### src/rtl/sa_job_scheduler_pkg.sv
// Shared CNN serial-adapter package.
// Holds the scheduler state encoding, the default datapath sizes and the
// job-phase encoding that the core's own FSM reuses.
package sa_job_scheduler_pkg;

   localparam int SA_DW = 10;   // data word width
   localparam int SA_NW = 6;    // weight-gradient words per job

   typedef enum logic [2:0] {
      ST_IDLE    = 3'd0,
      ST_START   = 3'd1,
      ST_WAIT_FP = 3'd2,
      ST_WAIT_BP = 3'd3,
      ST_RELEASE = 3'd4,
      ST_ERROR   = 3'd5
   } sched_state_e;

   typedef enum logic [1:0] {
      PH_IDLE   = 2'd0,
      PH_FP     = 2'd1,
      PH_BP     = 2'd2,
      PH_UPDATE = 2'd3
   } job_phase_e;

   function automatic logic state_busy(sched_state_e s);
      return (s != ST_IDLE) && (s != ST_ERROR);
   endfunction

endpackage

### src/rtl/sa_rr_arbiter.sv
// Combinational round-robin picker.
// Ports:
//   req   - request vector, one bit per requester
//   ptr   - priority pointer; search starts here and wraps
//   gnt   - one-hot grant of the first requester found
//   idx   - index of that requester
//   valid - at least one request present
module sa_rr_arbiter #(
   parameter int NREQ = 2,
   parameter int IW   = 1
) (
   input  logic [NREQ-1:0] req,
   input  logic [IW-1:0]   ptr,
   output logic [NREQ-1:0] gnt,
   output logic [IW-1:0]   idx,
   output logic            valid
);

   logic [IW:0] cand;

   always_comb begin
      gnt   = '0;
      idx   = '0;
      valid = 1'b0;
      cand  = '0;
      for (int i = 0; i < NREQ; i++) begin
         cand = {1'b0, ptr} + (IW+1)'(i);
         if (cand >= (IW+1)'(NREQ)) cand = cand - (IW+1)'(NREQ);
         if (!valid && req[cand[IW-1:0]]) begin
            valid               = 1'b1;
            gnt[cand[IW-1:0]]   = 1'b1;
            idx                 = cand[IW-1:0];
         end
      end
   end

endmodule

### src/rtl/sa_job_scheduler.sv
// Shares one serial-adapter core among NREQ requesters, one job at a time.
// A job is: start pulse to the core, wait for forward-pass done, wait for
// backprop done, capture the gradients, release. A watchdog aborts a stuck
// job into a sticky ERROR state that software clears.
// Ports:
//   clk, rst                      - clock, async active-high reset
//   req_i / gnt_o / sel_o         - requests, one-hot grant, owner index
//   core_do_fp_o                  - start pulse to the core
//   core_done_fp_i/core_done_bp_i - core completion pulses
//   core_wchange_i/core_bchange_i - gradients from the core
//   fp_done_o                     - fp done routed to the owner (combinational)
//   grad_w_o/grad_b_o/grad_id_o   - captured gradients and their owner
//   grad_valid_o                  - one-cycle pulse, gradients valid
//   busy_o, timeout_o, clear_err_i - status and error clear
//
// state      | meaning
// -----------+--------------------------------------------------------
// ST_IDLE    | no job; arbitrate among requesters
// ST_START   | one cycle; start pulse to the core, watchdog cleared
// ST_WAIT_FP | waiting for forward-pass done
// ST_WAIT_BP | waiting for backprop done
// ST_RELEASE | one cycle; gradients valid, pointer advances after
// ST_ERROR   | watchdog expired; held until clear_err_i
module sa_job_scheduler
   import sa_job_scheduler_pkg::*;
#(
   parameter int NREQ    = 2,
   parameter int DW      = SA_DW,
   parameter int NW      = SA_NW,
   parameter int TIMEOUT = 8192,
   localparam int IW     = (NREQ > 1) ? $clog2(NREQ) : 1
) (
   input  logic             clk,
   input  logic             rst,
   input  logic [NREQ-1:0]  req_i,
   output logic [NREQ-1:0]  gnt_o,
   output logic [IW-1:0]    sel_o,
   output logic             core_do_fp_o,
   input  logic             core_done_fp_i,
   input  logic             core_done_bp_i,
   input  logic [NW*DW-1:0] core_wchange_i,
   input  logic [DW-1:0]    core_bchange_i,
   output logic [NREQ-1:0]  fp_done_o,
   output logic [NW*DW-1:0] grad_w_o,
   output logic [DW-1:0]    grad_b_o,
   output logic             grad_valid_o,
   output logic [IW-1:0]    grad_id_o,
   output logic             busy_o,
   output logic             timeout_o,
   input  logic             clear_err_i
);

   localparam int WDW = $clog2(TIMEOUT) + 1;
   // Registered outputs: the expiry decision is taken on the edge where the
   // counter steps to TIMEOUT-1, so timeout_o shows in that same cycle.
   localparam logic [WDW-1:0] WD_LAST = WDW'(TIMEOUT - 2);

   sched_state_e state_q, state_d;

   logic [NREQ-1:0]  gnt_q;
   logic [IW-1:0]    sel_q;
   logic             do_fp_q;
   logic [NW*DW-1:0] grad_w_q;
   logic [DW-1:0]    grad_b_q;
   logic [IW-1:0]    grad_id_q;
   logic             grad_valid_q;
   logic             busy_q;
   logic             timeout_q;
   logic [IW-1:0]    ptr_q;
   logic [WDW-1:0]   wd_q;

   logic [NREQ-1:0]  arb_gnt;
   logic [IW-1:0]    arb_idx;
   logic             arb_valid;

   logic             grant_ld;
   logic             capture;
   logic             job_end;
   logic             expire;
   logic             wd_clr;
   logic             wd_inc;
   logic             err_clr;
   logic             wd_last;
   logic [IW:0]      sel_inc;
   logic [IW-1:0]    ptr_next;

   sa_rr_arbiter #(
      .NREQ (NREQ),
      .IW   (IW)
   ) u_arb (
      .req   (req_i),
      .ptr   (ptr_q),
      .gnt   (arb_gnt),
      .idx   (arb_idx),
      .valid (arb_valid)
   );

   // >= rather than == so a job that moved to WAIT_BP on the last counted
   // cycle still expires instead of slipping past the compare.
   assign wd_last = (wd_q >= WD_LAST);

   always_comb begin
      sel_inc  = {1'b0, sel_q} + (IW+1)'(1);
      ptr_next = sel_inc[IW-1:0];
      if (sel_inc >= (IW+1)'(NREQ)) ptr_next = '0;
   end

   always_comb begin
      state_d  = state_q;
      grant_ld = 1'b0;
      capture  = 1'b0;
      job_end  = 1'b0;
      expire   = 1'b0;
      wd_clr   = 1'b0;
      wd_inc   = 1'b0;
      err_clr  = 1'b0;
      case (state_q)
         ST_IDLE: begin
            if (arb_valid) begin
               grant_ld = 1'b1;
               state_d  = ST_START;
            end
         end
         ST_START: begin
            wd_clr  = 1'b1;
            state_d = ST_WAIT_FP;
         end
         ST_WAIT_FP: begin
            wd_inc = 1'b1;
            if (core_done_fp_i && core_done_bp_i) begin
               capture = 1'b1;
               state_d = ST_RELEASE;
            end else if (core_done_fp_i) begin
               state_d = ST_WAIT_BP;
            end else if (wd_last) begin
               expire  = 1'b1;
               state_d = ST_ERROR;
            end
         end
         ST_WAIT_BP: begin
            wd_inc = 1'b1;
            if (core_done_bp_i) begin
               capture = 1'b1;
               state_d = ST_RELEASE;
            end else if (wd_last) begin
               expire  = 1'b1;
               state_d = ST_ERROR;
            end
         end
         ST_RELEASE: begin
            job_end = 1'b1;
            state_d = ST_IDLE;
         end
         ST_ERROR: begin
            if (clear_err_i) begin
               err_clr = 1'b1;
               state_d = ST_IDLE;
            end
         end
         default: state_d = ST_IDLE;
      endcase
   end

   always_ff @(posedge clk or posedge rst) begin
      if (rst) begin
         state_q      <= ST_IDLE;
         gnt_q        <= '0;
         sel_q        <= '0;
         do_fp_q      <= 1'b0;
         grad_w_q     <= '0;
         grad_b_q     <= '0;
         grad_id_q    <= '0;
         grad_valid_q <= 1'b0;
         busy_q       <= 1'b0;
         timeout_q    <= 1'b0;
         ptr_q        <= '0;
         wd_q         <= '0;
      end else begin
         state_q      <= state_d;
         do_fp_q      <= grant_ld;
         grad_valid_q <= capture;
         busy_q       <= state_busy(state_d);
         if (grant_ld) begin
            gnt_q <= arb_gnt;
            sel_q <= arb_idx;
         end
         if (job_end || expire) begin
            gnt_q <= '0;
            ptr_q <= ptr_next;
         end
         if (capture) begin
            grad_w_q  <= core_wchange_i;
            grad_b_q  <= core_bchange_i;
            grad_id_q <= sel_q;
         end
         if (expire)       timeout_q <= 1'b1;
         else if (err_clr) timeout_q <= 1'b0;
         if (wd_clr)       wd_q <= '0;
         else if (wd_inc)  wd_q <= wd_q + WDW'(1);
      end
   end

   assign fp_done_o    = (state_q == ST_WAIT_FP && core_done_fp_i) ? gnt_q : '0;
   assign gnt_o        = gnt_q;
   assign sel_o        = sel_q;
   assign core_do_fp_o = do_fp_q;
   assign grad_w_o     = grad_w_q;
   assign grad_b_o     = grad_b_q;
   assign grad_id_o    = grad_id_q;
   assign grad_valid_o = grad_valid_q;
   assign busy_o       = busy_q;
   assign timeout_o    = timeout_q;

endmodule

### config.mk
export PLATFORM = sky130hd
export DESIGN_NAME = sa_job_scheduler
export DESIGN_NICKNAME = d
export VERILOG_FILES = /design/src/rtl/sa_job_scheduler_pkg.sv /design/src/rtl/sa_rr_arbiter.sv /design/src/rtl/sa_job_scheduler.sv
export SDC_FILE = /design/constraint.sdc
export NUM_CORES = 1
export LEC_CHECK = 0
export ABC_AREA = 1
export BUFFER_PORTS_ARGS = -buffer_cell sky130_fd_sc_hd__buf_2
export CORE_AREA = 2 2 114 89
export DETAILED_ROUTE_END_ITERATION = 8
export DIE_AREA = 0 0 116 91
export PLACE_DENSITY = 0.81
export SETUP_SLACK_MARGIN = 0.02
export SLEW_MARGIN = 30
export SYNTH_ARGS = -nofsm -noshare
export SYNTH_HDL_FRONTEND = slang
export SYNTH_SLANG_ARGS = --single-unit
### constraint.sdc
create_clock -name clk -period 2.9 [get_ports clk]
set_input_delay 0.29 -clock clk [delete_from_list [all_inputs] [get_ports clk]]
set_output_delay 0.29 -clock clk [all_outputs]
set_load 0.1 [all_outputs]
==> flow_summary.yaml <==
floorplan:
  ios: 157
  die-width_um: 116
  core_region_area_um2: 9390
  floorplan.initialDensity_pct: 43.3
  dieArea_um2: 10600
  die_h_um: 91
  fp-row-count: 31
timing:
  finalMaxSlewViolations: 0
  fin_crit_ns: 2.26
  grt_setup_unrepaired: "false"
  setup_viol: 0
  worstMarginPinSlew_ns: 0.728
  finalClockSkew_ns: 0.00392
  slew_headroom_pct: 51.5
  hold_viol: 0
  fmaxAchievable_mhz: 442
  fin_tns_setup_ns: 0
  fin_crit_sh_pct: 78.0
setup_path:
  worstPathMaxFanout: 7
  cp.required_ns: 2.61
  crit_slowest_cell: "dfrtp_1"
  worstSetupEndpointType: "primary output"
  r2r_slack_ns: 0.70
  path_common_cell: "nor2_1"
  criticalPathCategory: "register to primary output"
  cp.arrival_ns: 1.97
  critPathLaunchType: "register"
  cp_cell_sequence: "nor2_2, nand2_1, nor2_1, inv_1, nor2_1, buf_2"
  max_stage_delay_ns: 0.45
logic_synthesis:
  syn-num-nets: 555
  postSynthCellCount: 476
  synth-seq-cells: 96
  ys_types: 19
  seq_area_frac_synth_pct: 59.1
  syn_avg_cell_area_um2: 8.54
  synthesis.area_um2: 4070
  yosysWarnings: 0
final_layout:
  synthToLayoutAreaGrowth_pct: 27.6
  drive_gt1_share_pct: 27.9
  final_nets: 712
  fill_cells: 869
  antenna_cells: 0
  final_util_pct: 55.3
drt:
  drt_first_iter_violations: 203
  dr.pass1.iters: 5
  post_drt_wl_per_cell_um: 12.2
  vias: 3581
  vias_per_cell: 4.66
  met3RoutedLength_um: 629
  top_layer_used: "met4"
  wl_mm: 9.37
  wirelength_met1_mm: 4.02
  route.met2.wl_mm: 4.56
  route.detailed.drc: 0
  drtAntennaViolNets: 0
clock_network:
  htreeDepth: 3
  post_cts_buffers: 0
  postCtsResizedCells: 0
  cts.sinks: 96
  cts_hold_buf: 0
  cts_root_buffer: "clkbuf_16"
  cts_tree: "done"
  path_clk_slew_ns: 0.06
  clk_latency_ns: 0.33
  cts_buffers: 9
  clockBufferDepth: 2
global_route:
  antenna_found_initial: 0
  grt_start_max_net_pins: 75
  grt_first_pass_wirelength_mm: 15.4
  overflow: 0
  grt_usage_pct: 18.4
  first_global_vias: 3389
placement:
  place.port_buffers: 156
  place.gp.congestion: 0.841
  hpwl_mm: 6.82
min_path:
  hold_path.class: "input port to asynchronous set/reset pin"
run:
  cap_viol_max_count: 0
run_status:
  status: "finished, final reports clean"
logic make-up (layout without fill, tap and decap cells):
group                    count (synthesis)  after routing  synth area share, %
buffers and inverters                   49            210                 7.73
adder cells (fa/ha/maj)                  2              2                0.615
AO/OA/AOI/OAI                           34             34                 4.46
AND/OR/NAND/NOR                        295            295                 28.1
flip-flops                              96             96                 59.1
worst max-delay path: cells and delay by family (launching register included):
kind | cells | cell delay, ns
buffers and inverters | 2 | 0.53
AND/OR/NAND/NOR | 4 | 0.66
flip-flops | 1 | 0.45
per-stage QoR:
step / worst slack [ns] / area [µm²] / instances / hold WS (ns)
after floorplan: 0.105 / 4070 / 476 / 0.400
after global placement: 0.875 / 4880 / 754 / 0.451
after detailed placement: 0.736 / 4880 / 754 / 0.460
after CTS: 0.641 / 5190 / 769 / 0.104
after global routing: 0.508 / 5190 / 769 / 0.129
final: 0.638 / 5190 / 769 / 0.0729
sequential cells by signal (all words and copies together) (netlist names):
signal / count
gnt_o: 2
busy_o: 1
core_do_fp_o: 1
grad_id_o: 1
grad_w_o: 60
ptr_q: 1
sel_o: 1
grad_valid_o: 1
grad_b_o: 10
timeout_o: 1
wd_q: 14
state_q: 3
per-layer routing:
metal | track usage (%) | vias to the layer above
met2 | 31.3 | 135
met1 | 22.0 | 1659
li1 | - | 1769
met4 | 6.85 | 0
met3 | 5.41 | 18
met5 | 0 | -
layout by cell type, fill, tap and decap left out, types with 3 or more instances in the layout:
master,count
nand2_1,244
a21oi_1,17
buf_4,4
nor3_1,9
nor2_1,27
o21ai_0,12
clkbuf_1,3
clkbuf_16,9
buf_2,156
inv_1,32
dfrtp_1,96
nand3_1,11
layout make-up:
type | instances | area [µm²] | area share (%)
Sequential cell | 96 | 2400 | 46.3
Multi-Input combinational cell | 331 | 1360 | 26.1
Timing Repair Buffer | 161 | 831 | 16.0
Clock buffer | 12 | 236 | 4.56
Tap cell | 132 | 165 | 3.18
Inverter | 34 | 130 | 2.51
Clock inverter | 3 | 67.6 | 1.30
synthesized netlist by cell type:
master | number | share of area (%)
buf_12 | 7 | 3.4
o21ai_0 | 12 | 1.5
nor3_1 | 9 | 1.1
buf_2 | 7 | 0.86
nand4_1 | 2 | 0.31
buf_6 | 1 | 0.28
nand3_1 | 11 | 1.4
nor2_2 | 2 | 0.31
inv_1 | 33 | 3.0
o21a_1 | 2 | 0.37
ha_1 | 2 | 0.62
o21ai_1 | 1 | 0.12
a21oi_1 | 17 | 2.1
o211ai_1 | 1 | 0.18
dfrtp_1 | 96 | 59
nand2_1 | 244 | 23
nor2_1 | 27 | 2.5
inv_2 | 1 | 0.092
o21ai_2 | 1 | 0.22
final timing paths:
check / start / to / cells after the start
worst max-delay path: state_q[2] / fp_done_o[0] / 6
worst min-delay path: rst / grad_w_o[51] / 2
worst max register to register: state_q[1] / busy_o / 10
worst min register to register: grad_w_o[17] / grad_w_o[17] / 2
max in group asynchronous: rst / grad_b_o[2] / 3
min in group clk: core_wchange_i[56] / grad_w_o[56] / 3
Power is not shown: default switching activity piles up to over one toggle a cycle in this logic, so the estimate is an artifact.
